$ cat src/rtl/mod_updown_counter_pkg.sv
// Shared definitions for the up/down modulus counter: boundary mode constants
// and the clamped parallel-load helper.
package mod_updown_counter_pkg;

  localparam int MODE_WRAP = 0;
  localparam int MODE_SAT  = 1;

  // Operands are carried at the maximum legal width (32); callers zero-extend
  // and truncate back to their own counter width.
  function automatic logic [31:0] clamp_load(input logic [31:0] d,
                                             input logic [31:0] max_val);
    return (d <= max_val) ? d : max_val;
  endfunction

endpackage

$ cat src/rtl/mod_counter_next.sv
// Combinational next-count logic: one enabled step in the given direction,
// honouring the runtime modulus and the wrap/saturate boundary mode.
module mod_counter_next
  import mod_updown_counter_pkg::*;
#(
  parameter int BITS     = 8,
  parameter int SATURATE = MODE_WRAP
) (
  input  logic [BITS-1:0] q,
  input  logic            up,
  input  logic [BITS-1:0] max_val,
  output logic [BITS-1:0] next_q,
  output logic            boundary
);

  localparam bit SAT = (SATURATE == MODE_SAT);

  always_comb begin
    // NOTE: every output gets a default first so no path through the
    // branches below can leave it unassigned and infer a latch.
    next_q   = q;
    boundary = 1'b0;
    if (up) begin
      if (q >= max_val) begin
        boundary = 1'b1;
        next_q   = SAT ? max_val : '0;
      end else begin
        next_q = q + 1'b1;
      end
    end else begin
      // A count above a freshly lowered bound snaps to the bound; that is a
      // correction, not a boundary event.
      if (q > max_val) begin
        next_q = max_val;
      end else if (q == '0) begin
        boundary = 1'b1;
        next_q   = SAT ? '0 : max_val;
      end else begin
        next_q = q - 1'b1;
      end
    end
  end

endmodule

$ cat src/rtl/mod_updown_counter.sv
// General-purpose up/down counter with runtime modulus, clear/load/enable
// command priority, registered terminal-count pulse and sticky overflow.
module mod_updown_counter
  import mod_updown_counter_pkg::*;
#(
  parameter int BITS     = 8,
  parameter int SATURATE = MODE_WRAP
) (
  input  logic            clk,
  input  logic            reset_n,
  input  logic            en,
  input  logic            up,
  input  logic            clr,
  input  logic            load,
  input  logic [BITS-1:0] d,
  input  logic [BITS-1:0] max_val,
  output logic [BITS-1:0] Q,
  output logic            tc,
  output logic            ovf
);

  logic [BITS-1:0] step_q;
  logic            step_boundary;
  logic [BITS-1:0] load_q;

  mod_counter_next #(
    .BITS     (BITS),
    .SATURATE (SATURATE)
  ) u_next (
    .q        (Q),
    .up       (up),
    .max_val  (max_val),
    .next_q   (step_q),
    .boundary (step_boundary)
  );

  assign load_q = BITS'(clamp_load(32'(d), 32'(max_val)));

  // Priority per edge: clr > load > en > hold.
  always_ff @(posedge clk or negedge reset_n) begin
    if (!reset_n) begin
      Q   <= '0;
      tc  <= 1'b0;
      ovf <= 1'b0;
    end else if (clr) begin
      // NOTE: state registers use non-blocking assignments so every flop
      // samples pre-edge values regardless of statement order.
      Q   <= '0;
      tc  <= 1'b0;
      ovf <= 1'b0;
    end else if (load) begin
      Q  <= load_q;
      tc <= 1'b0;
    end else if (en) begin
      Q   <= step_q;
      tc  <= step_boundary;
      ovf <= ovf | step_boundary;
    end else begin
      tc <= 1'b0;
    end
  end

endmodule

$ cat config.mk
export PLATFORM = sky130hd
export DESIGN_NAME = mod_updown_counter
export DESIGN_NICKNAME = d
export VERILOG_FILES = /design/src/rtl/mod_updown_counter_pkg.sv /design/src/rtl/mod_counter_next.sv /design/src/rtl/mod_updown_counter.sv
export SDC_FILE = /design/constraint.sdc
export NUM_CORES = 1
export LEC_CHECK = 0
export BUFFER_PORTS_ARGS = -buffer_cell sky130_fd_sc_hd__clkbuf_2
export CAP_MARGIN = 20
export CORE_UTILIZATION = 50
export CTS_CLUSTER_DIAMETER = 50
export DETAILED_ROUTE_END_ITERATION = 7
export GPL_TIMING_DRIVEN = 0
export PLACE_DENSITY_LB_ADDON = 0.15
export SLEW_MARGIN = 10
export SYNTH_ARGS = -nofsm -noshare
export SYNTH_HDL_FRONTEND = slang
export SYNTH_SLANG_ARGS = --single-unit
$ cat constraint.sdc
create_clock -name clk -period 2.23 [get_ports clk]
set_input_delay 0.446 -clock clk [delete_from_list [all_inputs] [get_ports clk]]
set_output_delay 0.446 -clock clk [all_outputs]
set_load 0.01 [all_outputs]
==> results.yml <==
run_status:
  status: "complete, but fails checks"
  violations: "negative setup slack"
layout:
  synthToLayoutAreaGrowth_pct: 31.39
  antenna-diode-count: 0
  fin_util: 0.7021
  nets: 285
  drive_gt1_frac: 0.3306
  final_area_um2: 1969
cts:
  clk_pin_slew_worst_paths_ns: 0.08
  numClockSinks: 10
  tritoncts: "done"
  numCtsBuffers: 3
  insertion_delay_ns: 0.29
  root_buffer: "clkbuf_4"
  clockBufferDepth: 2
  cts_max_level: 1
  hold_buffers: 0
grt:
  grtUsageMet1: 0.3764
  met2_usage: 0.5102
  grt-busiest-layer: "met2"
  grt_overflow: 0
  grt_usage: 0.3101
  antenna_found_initial: 0
  grt_use_met3: 0.05069
  grt_pass1_wl_um: 7610
  grt_pass1_vias: 1643
  grt_max_degree: 11
critical_path:
  r2r_start: "Q[3]$_DFFE_PN0P_"
  cp_top_family: "simple AND/OR/NAND/NOR gates"
  cp.arrival_ns: 2.52
  path_cells: "buf_4 > ha_4 > nand4_1 > buf_4 > nor2_2 > a211o_1 > buf_6 > nand3_4 > nor3b_2 > o32a_1"
  worstSetupStartpointType: "flop"
  path_class: "reg2reg"
  cpMostUsedCell: "buf_4"
  critPathSlowestCell: "dfrtp_1"
  crit_buf_inv: 3
  path_max_fanout: 8
  slowest_delay_ns: 0.40
  r2r_slack_ns: -0.11
  reg2regPathDepth: 10
  endpoint_kind: "flop"
  r2r_end: "Q[5]$_DFFE_PN0P_"
  worstPathRequired_ns: 2.40
yosys:
  synth_top_area_frac: 0.1669
  avgSynthCellArea_um2: 7.726
  synth_common_cells: "34 x nand2_1, 19 x ha_1, 14 x nor2_1, 12 x inv_1, 11 x mux2i_1"
  async_flop_share: 1.000
  syn-num-nets: 235
  yosysWarnings: 0
  ys_seq_area_frac: 0.1669
  synth_cell_type_count: 44
  ys.flop_type: "dfrtp_1"
  synth_edf_count: 0
  synth.most_common_cell: "nand2_1"
  ys_ff_latch: 10
  yosys-top-cells-area: "dfrtp_1 17%, ha_1 16%, nand2_1 8.5%"
  syn_inst: 194
  yosys.area.top_type: "dfrtp_1"
  syn_area_um2: 1499
pwr:
  p_comb_frac: 0.661
  p_per_area_nw_per_um2: 570.0
  seq_power_share: 0.213
  cellLeakagePower_nw: 0.9435
  p_sw_mw: 0.5099
  sw_frac_of_total: 0.4542
  power_frac_clock: 0.126
  p_int_mw: 0.6126
  ir_worst_vdd_mv: 0.2393
placed_design:
  pre_cts_slack_ns: -0.4117
  port_buffers: 30
  place_area_um2: 1707
  gp_congestion: 0.8829
  dpl.hpwl_um: 3245
die:
  die-area_um2: 3221
  core_um2: 2805
  pin_count: 32
  start_util: 0.5343
  die_w_um: 56.75
  rows: 19
  die_y_um: 56.75
run:
  maxCapViolations: 0
hold_path:
  min_path_type: "in2async"
detailed_routing:
  vias: 1715
  drc: 0
  wirelength_um: 4878
  vias_per_cell: 6.282
  drt_iter0_markers: 155
  wl_per_cell_um: 17.87
  postRouteAntennaNets: 0
  drt_first_pass_iters: 4
sta:
  hold_slack_ns: 0.03237
  worst_slack_ns: -0.1148
  post-route-min-period_ns: 2.345
  fmax_mhz: 426.5
  slew-limit-headroom: 0.5917
  worst_pin_slew_ns: 0.6078
  drv_slew: 0
  finalCritPeriodShare: 1.051
  setup_viol: 8
  clock_skew_ns: 0.002795
  hold_violations: 0
  rsz0062_at_grt: "yes"
-- timing repair --
action,CTS,global route
setup buffers,11,5
pin swaps,11,9
endpoints found under the setup margin,8,10
gates resized for setup,18,6
-- flip-flops by register name, indices dropped and copies added, names as in the netlist --
register  flops
tc            1
Q             8
ovf           1
-- metal layers --
layer,vias up,part of all wire
li1,800,-
met5,-,0
met2,98,0.49
met1,794,0.40
met4,0,0.042
met3,23,0.071
-- worst max-delay path by stage --
stage / start / end / cells after the start
6_report: Q[3]$_DFFE_PN0P_ / Q[5]$_DFFE_PN0P_ / 10
5_1_grt: Q[5]$_DFFE_PN0P_ / Q[1]$_DFFE_PN0P_ / 6
4_1_cts: Q[5]$_DFFE_PN0P_ / Q[1]$_DFFE_PN0P_ / 6
3_5_place_dp: max_val[7] / Q[1]$_DFFE_PN0P_ / 9
3_3_place_gp: max_val[7] / Q[1]$_DFFE_PN0P_ / 9
2_1_floorplan: Q[5]$_DFFE_PN0P_ / Q[1]$_DFFE_PN0P_ / 6
-- kinds of logic after synthesis --
family,after synthesis,synth area share
xor gates and xnor gates,12,0.07012
AOI/OAI and AO/OA,37,0.1820
and+or+nand+nor,83,0.2846
DFF,10,0.1669
buffers and inverters,22,0.06427
adders and majority gates,19,0.1586
muxes,11,0.07346
-- layout make-up --
type / instances / area [µm²]
Multi-Input combinational cell: 162 / 1270
Clock buffer: 3 / 22.52
Fill cell: 224 / 835.8
Tap cell: 31 / 38.79
Timing Repair Buffer: 46 / 277.8
Sequential cell: 10 / 255.2
Inverter: 12 / 45.04
Buffer: 9 / 60.06
-- metrics by stage --
| stage | cells | setup TNS, ns | power (mW) |
|---|---|---|---|
| finish | 273 | -0.5118 | 1.123 |
| global route | 273 | -0.9281 | 1.191 |
| CTS | 269 | -0.3142 | 1.049 |
| detailed placement | 255 | -2.337 | 0.8234 |
| global placement | 255 | -2.002 | 0.8050 |
| floorplan | 194 | -0.09771 | 0.6725 |
-- power groups by stage --
stage	Combinational (mW)	Sequential, mW	Clock (mW)
finish	0.742	0.239	0.141
global route	0.801	0.240	0.149
CTS	0.665	0.244	0.140
detailed placement	0.570	0.253	0
global placement	0.553	0.252	0
floorplan	0.417	0.256	0
-- cell usage in the layout (no fill, tap or decap), drive strengths merged, types with 5 or more instances in the layout --
cell type  Yosys  layout
mux2i         11      11
inv           12      12
ha            19      19
nand3          6       6
xnor2          8       8
dfrtp         10      10
nor3b          5       5
buf            4      20
nand2         34      34
a21oi          8       8
clkbuf         6      38
nor3           7       7
nor2          14      14
o21ai          5       5
Note: power is estimated with default switching activity, not from simulation.
